$ cat src/rtl/univ_shift_reg.sv
// Parametrised universal shift register with single-step ops and an autonomous
// burst engine that performs a programmed number of shifts with busy/done/err.
module univ_shift_reg #(
  parameter int               WIDTH     = 8,
  parameter int               CNT_W     = 4,
  parameter logic [WIDTH-1:0] RESET_VAL = '0
) (
  input  logic             clk,
  input  logic             rst_n,
  input  logic             en,
  input  logic [2:0]       mode,
  input  logic             s_in,
  input  logic [WIDTH-1:0] p_in,
  input  logic             burst_start,
  input  logic [CNT_W-1:0] burst_len,
  output logic [WIDTH-1:0] Q,
  output logic             s_out_msb,
  output logic             s_out_lsb,
  output logic             busy,
  output logic             done,
  output logic             err
);

  typedef enum logic [1:0] {
    ST_IDLE  = 2'd0,
    ST_BURST = 2'd1,
    ST_DONE  = 2'd2
  } state_t;

  typedef enum logic [2:0] {
    OP_HOLD  = 3'b000,
    OP_LOAD  = 3'b001,
    OP_SHL   = 3'b010,
    OP_SHR   = 3'b011,
    OP_ROL   = 3'b100,
    OP_ROR   = 3'b101,
    OP_ASR   = 3'b110,
    OP_CLEAR = 3'b111
  } op_t;

  state_t           state_q, state_d;
  op_t              op_q,    op_d;
  logic [WIDTH-1:0] q_q,     q_d;
  logic [CNT_W-1:0] count_q, count_d;
  logic             done_q,  done_d;
  logic             err_q,   err_d;

  function automatic logic [WIDTH-1:0] apply_op(input op_t              op,
                                                input logic [WIDTH-1:0] q,
                                                input logic             s,
                                                input logic [WIDTH-1:0] p);
    case (op)
      OP_HOLD:  return q;
      OP_LOAD:  return p;
      OP_SHL:   return {q[WIDTH-2:0], s};
      OP_SHR:   return {s, q[WIDTH-1:1]};
      OP_ROL:   return {q[WIDTH-2:0], q[WIDTH-1]};
      OP_ROR:   return {q[0], q[WIDTH-1:1]};
      OP_ASR:   return {q[WIDTH-1], q[WIDTH-1:1]};
      OP_CLEAR: return '0;
      default:  return q;
    endcase
  endfunction

  // Only the five shift/rotate ops make sense as a repeated burst.
  function automatic logic is_burst_op(input logic [2:0] m);
    return (m >= 3'b010) && (m <= 3'b110);
  endfunction

  always_comb begin
    // NOTE: every signal driven here gets a default first so no path leaves
    // it unassigned; that is what keeps this block from inferring latches.
    state_d = state_q;
    op_d    = op_q;
    q_d     = q_q;
    count_d = count_q;
    done_d  = 1'b0;
    err_d   = 1'b0;

    case (state_q)
      ST_IDLE: begin
        if (burst_start) begin
          if (is_burst_op(mode)) begin
            op_d    = op_t'(mode);
            count_d = burst_len;
            if (burst_len == '0) begin
              state_d = ST_DONE;
              done_d  = 1'b1;
            end else begin
              state_d = ST_BURST;
            end
          end else begin
            err_d = 1'b1;
          end
        end else if (en) begin
          q_d = apply_op(op_t'(mode), q_q, s_in, p_in);
        end
      end

      ST_BURST: begin
        q_d     = apply_op(op_q, q_q, s_in, p_in);
        count_d = count_q - 1'b1;
        if (count_q == CNT_W'(1)) begin
          state_d = ST_DONE;
          done_d  = 1'b1;
        end
      end

      ST_DONE: state_d = ST_IDLE;

      default: state_d = ST_IDLE;
    endcase
  end

  // NOTE: sequential state uses non-blocking assignments so every flop
  // samples its _d value from before the edge, independent of statement order.
  always_ff @(posedge clk or negedge rst_n) begin
    if (!rst_n) begin
      state_q <= ST_IDLE;
      op_q    <= OP_HOLD;
      q_q     <= RESET_VAL;
      count_q <= '0;
      done_q  <= 1'b0;
      err_q   <= 1'b0;
    end else begin
      state_q <= state_d;
      op_q    <= op_d;
      q_q     <= q_d;
      count_q <= count_d;
      done_q  <= done_d;
      err_q   <= err_d;
    end
  end

  assign Q         = q_q;
  assign s_out_msb = q_q[WIDTH-1];
  assign s_out_lsb = q_q[0];
  assign busy      = (state_q == ST_BURST);
  assign done      = done_q;
  assign err       = err_q;

endmodule

$ cat config.mk
export PLATFORM = sky130hd
export DESIGN_NAME = univ_shift_reg
export DESIGN_NICKNAME = d
export VERILOG_FILES = /design/src/rtl/univ_shift_reg.sv
export SDC_FILE = /design/constraint.sdc
export NUM_CORES = 1
export LEC_CHECK = 0
export CORE_UTILIZATION = 25
export CTS_CLUSTER_DIAMETER = 200
export DETAILED_ROUTE_END_ITERATION = 8
export PLACE_DENSITY = 0.42
export SYNTH_ARGS = -nofsm -noshare
export SYNTH_HDL_FRONTEND = slang
export SYNTH_SLANG_ARGS = --single-unit
$ cat constraint.sdc
create_clock -name clk -period 4.95 [get_ports clk]
set_input_delay 1.2375 -clock clk [delete_from_list [all_inputs] [get_ports clk]]
set_output_delay 1.2375 -clock clk [all_outputs]
set_load 0.01 [all_outputs]
* Word level (Yosys, flattened, before mapping) *
Cells that the tools add are included.

storage, ports and cells
  bits in registers = 19
  bits of input ports = 20
  output and inout bits = 13
  logic and storage cells = 67

operators by class
  add/subtract/negate cells = 1
  order comparisons = 2
  eq/ne operators = 25
  muxes and demuxes = 21
  reductions and logical operators = 11

operators with widths
  kind                   count
  $pmux W8 S7            2
  $eq A3 B3 Y1 const B   8
  $mux W8                2
  $ne A2 B2 Y1 const B   8
  $pmux W8 S2            1
  $eq A3 B2 Y1 const B   4
  $reduce_and A3 Y1      3
  $mux W2                4
  $mux W4                2
  $pmux W4 S2            1
  $mux W1                7
  $reduce_and A7 Y1      1
  $eq A3 B1 Y1 const B   2
  $logic_not A3 Y1       2
  $reduce_and A5 Y1      1
  $eq A4 B1 Y1 const B   1
  $logic_not A4 Y1       1
  $pmux W2 S2            1
  $sub A4 B1 Y4 const B  1
  $ge A3 B2 Y1 const B   1
  $le A3 B3 Y1 const B   1
  $eq A2 B1 Y1 const B   1
  $logic_not A2 Y1       1
  $ne A2 B1 Y1 const B   1
  3 further kinds        3

* Longest topological paths before layout *
Gate-level depths: netlist of run 1.

  depth after elaboration = 5
  gate-level depth with buffers = 6
  mapped depth without buffers = 5

* Worst setup path before layout of run 1 *
OpenSTA, ideal clock, no wires.

  path kind = input port to flip-flop
  start = in mode[0]
  end = reg q_q[6] (netlist: Q[6])
  arrival = 2.395 ns
  path slack = 2.429 ns
  stages = 6
  buffers on the path = 2
  cell sequence = buf_6 > buf_6 > mux2_4 > a222oi_1 > nor3_1 > a221o_1

between the ends
  cells in the longest elaborated chain, start to end = 5
  elaborated cells between the ends (all ways) = 14

RTL lines
  element                               RTL line  source
  from (decl)                           11        input logic [2:0] mode,
  $eq A3 B3 Y1 (tied with other cells)  52        case (op)
  $pmux W8 S7                           52
  $mux W8                               95        end else if (en) begin
  $mux W8                               82        if (burst_start) begin
  $pmux W8 S2                           80        case (state_q)
  to (signal assigned)                  128       q_q <= q_d;
  to (decl)                             43        logic [WIDTH-1:0] q_q, q_d;

Parallel ways exist; a longest one is shown, timed or not. The select of a mux whose other input is x is not followed.
A chain may end at the register's enable or synchronous reset.

* Worst setup path after layout of run 1 *
  start = reg state_q[0]
  end = out busy

between the ends
  cells in the longest elaborated chain, start to end = 1

RTL lines
  element                 RTL line  source
  from (decl)             41        state_t state_q, state_d;
  from (signal assigned)  126       state_q <= state_d;
  $eq A2 B1 Y1            138       assign busy = (state_q == ST_BURST);
  to (decl)               19        output logic busy,

No other way between the ends.

==> results of run 1 <==
## cells in the mapped netlist, types with 5 or more instances
| master | count |
|---|---|
| sky130_fd_sc_hd__o21ai_0 | 5 |
| sky130_fd_sc_hd__mux2_2 | 13 |
| sky130_fd_sc_hd__a222oi_1 | 6 |
| sky130_fd_sc_hd__a221o_1 | 7 |
| sky130_fd_sc_hd__buf_2 | 7 |
| sky130_fd_sc_hd__a22oi_1 | 7 |
| sky130_fd_sc_hd__inv_1 | 10 |
| sky130_fd_sc_hd__a21oi_1 | 17 |
| sky130_fd_sc_hd__dfrtp_1 | 19 |
| sky130_fd_sc_hd__nor3_1 | 8 |
| sky130_fd_sc_hd__nand2_1 | 13 |
| sky130_fd_sc_hd__nor2_1 | 13 |
## power by group
part	switching (mW)	internal (mW)
clock network	0.0595	0.0569
logic	0.321	0.349
registers	0.155	0.225
## metal layers
metal,vias up,part of all wire,GRT usage
li1,755,-,-
met1,767,0.47,0.228
met2,60,0.46,0.241
met3,4,0.053,0.0176
met4,0,0.011,0.0561
met5,-,0,0
## metrics by stage
step	cells	total power, mW
2_1_floorplan	189	0.824
3_5_place_dp	278	1.05
3_3_place_gp	278	1.04
4_1_cts	282	1.17
5_1_grt	282	1.27
6_report	282	1.16
## worst reg2reg max path, delay by kind of cell (launching register included)
family / cells / cell delay [ns]
DFF: 1 / 0.73
buffers and inverters: 1 / 0.16
and+or+nand+nor: 2 / 0.77
AOI/OAI and AO/OA: 2 / 0.35
## flip-flops by register name, summed over array words and instances, names as in the netlist
signal	flops
Q	8
count_q	4
op_q	3
state_q	2
done	1
err	1
## cell families after synthesis
| logic type | count (synthesis) | synth area share |
|---|---|---|
| flip-flops | 19 | 0.294 |
| AND/OR/NAND/NOR | 60 | 0.192 |
| buffers and inverters | 28 | 0.0866 |
| XOR/XNOR | 2 | 0.0108 |
| AO/OA/AOI/OAI | 63 | 0.295 |
| adder cells (fa/ha/maj) | 2 | 0.0155 |
| multiplexers | 15 | 0.106 |
## final timing paths
check	start	end	slack [ns]	cells after the start
max	state_q[0]	busy	1.51	3
min	count_q[1]	count_q[1]	0.53	1
max reg2reg	state_q[1]	Q[6]	2.82	5
min reg2reg	count_q[1]	count_q[1]	0.53	1
max in group asynchronous	rst_n	Q[0]	2.92	1
min in group asynchronous	rst_n	count_q[1]	1.48	1
## layout make-up
| class | count | area, sq um | share of cell area |
|---|---|---|---|
| Clock buffer | 3 | 41.3 | 0.0209 |
| Clock inverter | 1 | 7.51 | 0.00380 |
| Multi-Input combinational cell | 142 | 1000 | 0.507 |
| Tap cell | 75 | 93.8 | 0.0474 |
| Sequential cell | 19 | 475 | 0.240 |
| Timing Repair Buffer | 32 | 320 | 0.162 |
| Inverter | 10 | 37.5 | 0.0190 |
==> results.md, run 1 <==
- DR iter-0 viols: around 140
- Worst-margin pin slew: about 0.9 ns
- Top cell type's share of synthesized area: 0.294
- Max-slew violation count: 0
- Post-CTS sizing: 0
- Cells after Synth: 189
- Power per Cell Area: 589 nW/um^2
- Largest delay contributor family on the critical path: buffers and inverters
- Summed negative setup slack over all endpoints: 0 ns
- Startpoint class of the critical path: flip-flop
- Critical Path Max Stage Delay: approximately 0.73 ns
- Yosys warnings: 0
- TritonCTS clock tree: done
- Maximum operating frequency: 0.291 GHz
- Number of global-route vias before repair: 1509
- Total number of clock tree sinks: 19
- Final setup viols: 0
- Run status: completed
- Cell-by-cell listing of the critical path: nand2b_1 -> inv_1 -> clkdlybuf4s50_1
- Post-Place Worst Slack: roughly 1.5 ns
- Number of synthesized flops with an enable pin: 0
- Total grt overflow: 0
- Worst setup path class: flip-flop to primary output
- Worst path required time: 3.71 ns
- Final cell utilization of the core: 0.325
- Initial antenna violation count: 0
- Number of buffers inserted during clock tree synthesis: 3
- Critical path buffers and inverters: 2
- Number of endpoints with negative hold slack in the final report: 0
- Inserted Diodes: 0
- Critical path data arrival time: 2.20 ns
- Number of cell rows: 28
- Clock slew seen by the registers of the worst setup and hold paths: around 0.08 ns
- Total wire length: 4940 microns
- Die outline height: around 82 microns
- Level count of the clock H-tree: 1
- Area of the mapped netlist: 1620 sq um
- DRC Markers: 0
- Pleak: 0.783 nW
- Gpl congestion: 0.785
- Initial Util: 0.265
- Mean area per synthesized cell: about 8.6 sq um
- Layout Nets: 230
- Clock tree skew after final layout: 0.00274 ns
- Detailed Place HPWL: 3500 microns
- Vias post-DR: roughly 1600
- P&R area growth vs syn: 22.3%
- Cell area after placement: 1930 sq um
- Post-CTS Hold Buffers: 0
- Vias per inst: 5.62
- Deepest clock path buffer count: 2
- Maximum number of pins on one net before global-route repair: 21
- Relative slew margins: 0.394
- Unique cell type count in the Yosys netlist: 50
- Number of buffers inserted to repair setup after CTS: 0
- Std-Cell Core Area: 6100 sq um
- Share of the clock period used by the worst path after layout: 0.694
- Buffer cell driving the clock tree root: sky130_fd_sc_hd__clkbuf_8
- Synth async-reset ratio: 1.00
- Number of port buffers: 32
- Most frequent standard cell in the layout excluding fill and tap cells: sky130_fd_sc_hd__clkdlybuf4s50_1
- Number of fillers in the final layout: ~670
- Number of nets produced by synthesis: between 200 and 250
- Largest driver fanout on the critical path: 16
- Die width: 82.4 microns
- Slowest stage cell, crit path: sky130_fd_sc_hd__dfrtp_1
- Predominant post-synthesis flop cell: sky130_fd_sc_hd__dfrtp_1
- Aggregate global-route resource usage: 0.158
- Category of the worst setup path capture point: primary output
- Flip-flop and latch count after synthesis: 19
- Final Worst Setup Slack: 1.51 ns
- First-pass GRT wire length: 7940 microns
- Sequential share of the synthesized area: 0.294
- Cell type contributing the most total cell area after synthesis: sky130_fd_sc_hd__dfrtp_1
- Max Cap Violations: 0
- Setup repair after global routing missed its margin: no
- Skew-Pair Late Insertion Delay: between 0.2 and 0.3 ns
- Worst-case hold slack: 0.532 ns
- Ranking of synthesized cells by area: sky130_fd_sc_hd__dfrtp_1 (29%), sky130_fd_sc_hd__mux2_2 (9.0%), sky130_fd_sc_hd__a21oi_1 (5.3%)
- Number of iterations in the first detailed-routing pass: 7
- Antenna-violating nets left: 0
- Final min period: 3.44 ns
- Leading cell types in the layout, fill and taps excluded: sky130_fd_sc_hd__clkdlybuf4s50_1 (32), sky130_fd_sc_hd__dfrtp_1 (19), sky130_fd_sc_hd__a21oi_1 (17)
- Routed wire length per instance: about 18 microns
- DIE AREA: 6800 sq um
- Max VDD drop: 0.168 mV
- Count of pins on the block boundary: 33
- Cell area after layout: 1980 sq um
- Share of post-route cells with drive strength above 1: 0.101
- Worst hold path class: flip-flop to flip-flop
Note: power is estimated with default switching activity, not from simulation.
==> run 2: changes to the inputs <==
- clock period: 4.95 -> 3.5 ns (I/O delays scaled with it)
==> results.md, run 2 (synthesized netlist as in run 1, its figures left out) <==
- Vias per inst: 5.50 (was 5.62)
- Die outline height: 82.4 microns (unchanged)
- Largest driver fanout on the critical path: 12 (was 16)
- Final Worst Setup Slack: 0.777 ns (was 1.51 ns)
- Number of flip-flops under the largest register name: 8 (unchanged)
- Share of the clock period used by the worst path after layout: 0.778
- TritonCTS clock tree: done (unchanged)
- Setup repair after global routing missed its margin: no (unchanged)
- Number of iterations in the first detailed-routing pass: 4 (was 7)
- Summed negative setup slack over all endpoints: 0 ns (unchanged)
- Post-CTS sizing: 0 (unchanged)
- P&R area growth vs syn: 25.1% (was 22.3%)
- Gpl congestion: 0.755 (was 0.785)
- Vias post-DR: 1583 (was 1586)
- CP startpoint: mode[0] (was state_q[0])
- Startpoint of the lowest-slack register-to-register path: op_q[0] (was state_q[1])
- Post-CTS Hold Buffers: 0 (unchanged)
- Maximum number of pins on one net before global-route repair: 20 (was 21)
- Pleak: 0.812 nW (was 0.783 nW)
- Initial antenna violation count: 0 (unchanged)
- Final cell utilization of the core: 0.332 (was 0.325)
- Critical path data arrival time: 2.91 ns (was 2.20 ns)
- Max-slew violation count: 0 (unchanged)
- Number of cell rows: 28 (unchanged)
- Worst R2R Path Depth: 4 (was 5)
- Std-Cell Core Area: 6100 sq um (unchanged)
- Number of endpoints with negative hold slack in the final report: 0 (unchanged)
- Inserted Diodes: 0 (unchanged)
- DIE AREA: 6800 sq um (unchanged)
- Worst path required time: 3.69 ns (was 3.71 ns)
- Clock slew seen by the registers of the worst setup and hold paths: 0.09 ns (was 0.08 ns)
- Most frequent standard cell in the layout excluding fill and tap cells: sky130_fd_sc_hd__clkdlybuf4s50_1 (unchanged)
- Antenna-violating nets left: 0 (unchanged)
- Power per Cell Area: 828 nW/um^2 (was 589 nW/um^2)
- Initial Util: 0.265 (unchanged)
- Level count of the clock H-tree: 1 (unchanged)
- Total wire length: 5010 microns (was 4940 microns)
- Cell-by-cell listing of the critical path: clkdlybuf4s50_1 -> or3_4 -> a32oi_4 -> or2_1 -> a221o_1 (was nand2b_1 -> inv_1 -> clkdlybuf4s50_1)
- Number of buffers inserted to repair setup after CTS: 0 (unchanged)
- First-pass GRT wire length: 8140 microns (was 7940 microns)
- Post-Place Worst Slack: 0.491 ns (was 1.46 ns)
- Final setup viols: 0 (unchanged)
- Buffer cell driving the clock tree root: sky130_fd_sc_hd__clkbuf_8 (unchanged)
- Total number of clock tree sinks: 19 (unchanged)
- Run status: completed (unchanged)
- DRC Markers: 0 (unchanged)
- Aggregate global-route resource usage: 0.162 (was 0.158)
- Max VDD drop: 0.299 mV (was 0.168 mV)
- Setup slack on the worst flop-to-flop path: 1.47 ns (was 2.82 ns)
- Share of post-route cells with drive strength above 1: 0.127 (was 0.101)
- Detailed Place HPWL: 3660 microns (was 3500 microns)
- Number of buffers inserted during clock tree synthesis: 3 (unchanged)
- Clock tree skew after final layout: 0.0116 ns (was 0.00274 ns)
- Total grt overflow: 0 (unchanged)
- Worst setup path class: input pin to flip-flop (was flip-flop to primary output)
- Number of global-route vias before repair: 1582 (was 1509)
- Startpoint class of the critical path: input pin (was flip-flop)
- Category of the worst setup path capture point: flip-flop (was primary output)
- Destination of the worst register-to-register timing path: Q[5] (was Q[6])
- Maximum operating frequency: 0.367 GHz
- Count of pins on the block boundary: 33 (unchanged)
- DR iter-0 viols: 162 (was 144)
- Skew-Pair Late Insertion Delay: 0.26 ns (about the same)
- Max Cap Violations: 0 (unchanged)
- Relative slew margins: 0.384 (was 0.394)
- Routed wire length per instance: 17.4 microns (was 17.5 microns)
- Leading cell types in the layout, fill and taps excluded: sky130_fd_sc_hd__clkdlybuf4s50_1 (32), sky130_fd_sc_hd__dfrtp_1 (19), sky130_fd_sc_hd__a21oi_1 (17) (unchanged)
- Deepest clock path buffer count: 2 (unchanged)
- End point of the critical path: Q[5] (was busy)
- Number of port buffers: 32 (unchanged)
- Layout Nets: 236 (was 230)
- Die width: 82.4 microns (unchanged)
- Worst hold path class: flip-flop to flip-flop (unchanged)
- Critical Path Max Stage Delay: 0.67 ns (was 0.73 ns)
- Final min period: 2.72 ns
- Slowest stage cell, crit path: sky130_fd_sc_hd__clkdlybuf4s50_1 (was sky130_fd_sc_hd__dfrtp_1)
- Worst-margin pin slew: 0.922 ns (was 0.906 ns)
## run 2: cell types whose count changed in the layout (fill, tap and decap cells not counted)
cell                    previous run  this run
sky130_fd_sc_hd__buf_4             0         6
## run 2: how the worst min path moves through the flow
stage                from          to  cells after the start
2_1_floorplan  count_q[1]  count_q[1]                      1
3_3_place_gp   count_q[1]  count_q[1]                      1
3_5_place_dp   count_q[1]  count_q[1]                      1
4_1_cts        count_q[1]  count_q[1]                      1
5_1_grt        count_q[1]  count_q[1]                      1
6_report       count_q[1]  count_q[1]                      1
## run 2: where the power goes
part           switching, mW  internal [mW]
clock network         0.0812         0.0803
registers              0.185          0.318
logic                  0.498          0.512
## run 2: final cells by class
cell class,count,area [sq um]
tap,75,93.8
sequential,19,475
timing repair buffer,38,365
clock inverter,1,7.51
clock buffer,3,41.3
multi-input combinational,142,1000
inverter,10,37.5
fill,667,4070
## run 2: through the flow
stage	hold slack, ns	power, mW	cells	cell area, sq um
2_1_floorplan	0.495	1.17	189	1620
5_1_grt	0.563	1.82	288	2020
3_3_place_gp	0.521	1.50	284	1970
4_1_cts	0.544	1.68	288	2020
3_5_place_dp	0.525	1.52	284	1970
6_report	0.542	1.68	288	2020
## run 2: worst max-delay path: cells and delay by family
kind            cells  cell delay (ns)
buf+inv             1             0.67
compound gates      2             0.57
simple gates        2             0.80
## run 2: metal layers
metal / track usage / wire (microns) / vias up
met4: 0.0526 / 57 / 0
met3: 0.0220 / 302 / 4
met2: 0.261 / 2360 / 39
li1: - / - / 767
met5: 0 / 0 / -
met1: 0.221 / 2280 / 773
==> run 3: changes to the inputs <==
- PLACE_DENSITY: 0.42 -> 0.43
- clock period: 3.5 -> 2.4 ns (I/O delays scaled with it)
==> results.md, run 3 (synthesized netlist as in run 1, its figures left out) <==
- Startpoint of the lowest-slack register-to-register path: op_q[2] (was op_q[0])
- Std-Cell Core Area: 6100 sq um (unchanged)
- Skew-Pair Late Insertion Delay: 0.26 ns (about the same)
- Level count of the clock H-tree: 1 (unchanged)
- First-pass GRT wire length: 8020 microns (was 8140 microns)
- Startpoint class of the critical path: input pin (unchanged)
- Die width: 82.4 microns (unchanged)
- DR iter-0 viols: 92 (was 162)
- Category of the worst setup path capture point: flip-flop (unchanged)
- Clock tree skew after final layout: 0.00266 ns (was 0.0116 ns)
- Number of flip-flops under the largest register name: 8 (unchanged)
- Vias per inst: 5.37 (was 5.50)
- DRC Markers: 0 (unchanged)
- Die outline height: 82.4 microns (unchanged)
- Relative slew margins: 0.596 (was 0.384)
- Maximum operating frequency: approximately 0.47 GHz
- Total grt overflow: 0 (unchanged)
- Count of pins on the block boundary: 33 (unchanged)
- Number of port buffers: 32 (unchanged)
- Pleak: 0.889 nW (was 0.812 nW)
- Buffer cell driving the clock tree root: sky130_fd_sc_hd__clkbuf_8 (unchanged)
- Aggregate global-route resource usage: 0.163 (was 0.162)
- Critical path data arrival time: 2.28 ns (was 2.91 ns)
- Worst-margin pin slew: 0.604 ns (was 0.922 ns)
- Inserted Diodes: 0 (unchanged)
- Share of post-route cells with drive strength above 1: 0.184 (was 0.127)
- Gpl congestion: 0.779 (was 0.755)
- Leading cell types in the layout, fill and taps excluded: sky130_fd_sc_hd__clkdlybuf4s50_1 (32), sky130_fd_sc_hd__buf_4 (21), sky130_fd_sc_hd__dfrtp_1 (19) (was sky130_fd_sc_hd__clkdlybuf4s50_1 (32), sky130_fd_sc_hd__dfrtp_1 (19), sky130_fd_sc_hd__a21oi_1 (17))
- CP startpoint: mode[0] (unchanged)
- Final min period: 2.13 ns
- Vias post-DR: 1627 (was 1583)
- Cell area after layout: 2130 sq um (was 2020 sq um)
- Worst path required time: 2.55 ns (was 3.69 ns)
- Max Cap Violations: 0 (unchanged)
- Worst hold path class: flip-flop to flip-flop (unchanged)
- Detailed Place HPWL: 3640 microns (was 3660 microns)
- Deepest clock path buffer count: 2 (unchanged)
- Initial Util: 0.265 (unchanged)
- Post-CTS sizing: 0 (unchanged)
- Setup repair after global routing missed its margin: no (unchanged)
- Max-slew violation count: 0 (unchanged)
- Max VDD drop: 0.364 mV (was 0.299 mV)
- Number of buffers inserted during clock tree synthesis: 3 (unchanged)
- Post-CTS Hold Buffers: 0 (unchanged)
- Final setup viols: 0 (unchanged)
- Clock slew seen by the registers of the worst setup and hold paths: 0.08 ns (was 0.09 ns)
- Cell area after placement: 2090 sq um (was 1970 sq um)
- Number of buffers inserted to repair setup after CTS: 0 (unchanged)
- Antenna-violating nets left: 0 (unchanged)
- Power after layout: 2.50 mW (was 1.68 mW)
- Share of the clock period used by the worst path after layout: 0.889
- Start point of the worst hold path: count_q[1] (unchanged)
- Layout Nets: 251 (was 236)
- DIE AREA: 6800 sq um (unchanged)
- Number of cell rows: 28 (unchanged)
- Number of iterations in the first detailed-routing pass: 5 (was 4)
- Number of fillers in the final layout: 645 (was 667)
- Total number of clock tree sinks: 19 (unchanged)
- Number of endpoints with negative hold slack in the final report: 0 (unchanged)
- Number of global-route vias before repair: 1578 (was 1582)
- P&R area growth vs syn: 31.9% (was 25.1%)
- Routed wire length per instance: 16.6 microns (was 17.4 microns)
- Power per Cell Area: 1170 nW/um^2 (was 828 nW/um^2)
- TritonCTS clock tree: done (unchanged)
- Run status: completed (unchanged)
- Largest driver fanout on the critical path: 10 (was 12)
- Total wire length: 5020 microns (was 5010 microns)
- Most frequent standard cell in the layout excluding fill and tap cells: sky130_fd_sc_hd__clkdlybuf4s50_1 (unchanged)
- Initial antenna violation count: 0 (unchanged)
- Worst setup path class: input pin to flip-flop (unchanged)
- Maximum number of pins on one net before global-route repair: 20 (unchanged)
==> run 3: cell count changes in the layout (fill, tap and decap cells not counted), sizes merged <==
cell and change:
buf +15, clkinv +1, clkinvlp -1
==> run 3: power breakdown <==
part           switching (mW)  internal [mW]  leakage [nW]
registers               0.240          0.465         0.233
clock network           0.119          0.116        0.0255
logic                   0.750          0.805         0.630
==> run 3: area by class of cell <==
cell class / count / area (sq um) / share of cell area
Multi-Input combinational cell: 142 / 1000 / 0.470
Timing Repair Buffer: 53 / 478 / 0.224
Sequential cell: 19 / 475 / 0.223
Tap cell: 75 / 93.8 / 0.0440
Clock buffer: 3 / 41.3 / 0.0194
Inverter: 10 / 37.5 / 0.0176
Clock inverter: 1 / 5.00 / 0.00235
==> run 3: critical path: stages <==
cell and delay (ns):
sky130_fd_sc_hd__clkdlybuf4s50_1 0.40, sky130_fd_sc_hd__buf_4 0.18, sky130_fd_sc_hd__or3_4 0.35, sky130_fd_sc_hd__a32oi_4 0.24, sky130_fd_sc_hd__buf_4 0.17, sky130_fd_sc_hd__nor3_1 0.05, sky130_fd_sc_hd__a221o_1 0.29
==> run 3: stage by stage <==
step / setup TNS, ns / instances / setup WS, ns / util / hold slack [ns]
2_1_floorplan: 0 / 189 / 0.516 / - / 0.304
3_3_place_gp: -0.00181 / 299 / -0.00181 / 0.342 / 0.527
3_5_place_dp: -0.0418 / 299 / -0.0139 / 0.342 / 0.537
4_1_cts: 0 / 303 / 0.265 / 0.350 / 0.557
5_1_grt: 0 / 303 / 0.172 / 0.350 / 0.565
6_report: 0 / 303 / 0.267 / 0.350 / 0.551
==> run 3: final timing paths <==
kind	endpoint	slack (ns)	depth (start not counted)
worst max-delay path	Q[5]	0.27	7
worst max register to register	Q[5]	0.59	5
worst min register to register	count_q[1]	0.55	1
max in group asynchronous	Q[0]	1.51	2
worst min-delay path	count_q[1]	0.55	1
min in group asynchronous	count_q[0]	0.67	2
==> run 3: layer usage <==
| layer | global-route usage | up-vias | share of wire |
|---|---|---|---|
| met5 | 0 | - | 0 |
| met4 | 0.0544 | 0 | 0.011 |
| met3 | 0.0176 | 4 | 0.044 |
| met2 | 0.256 | 52 | 0.46 |
| met1 | 0.230 | 772 | 0.49 |
| li1 | - | 799 | - |
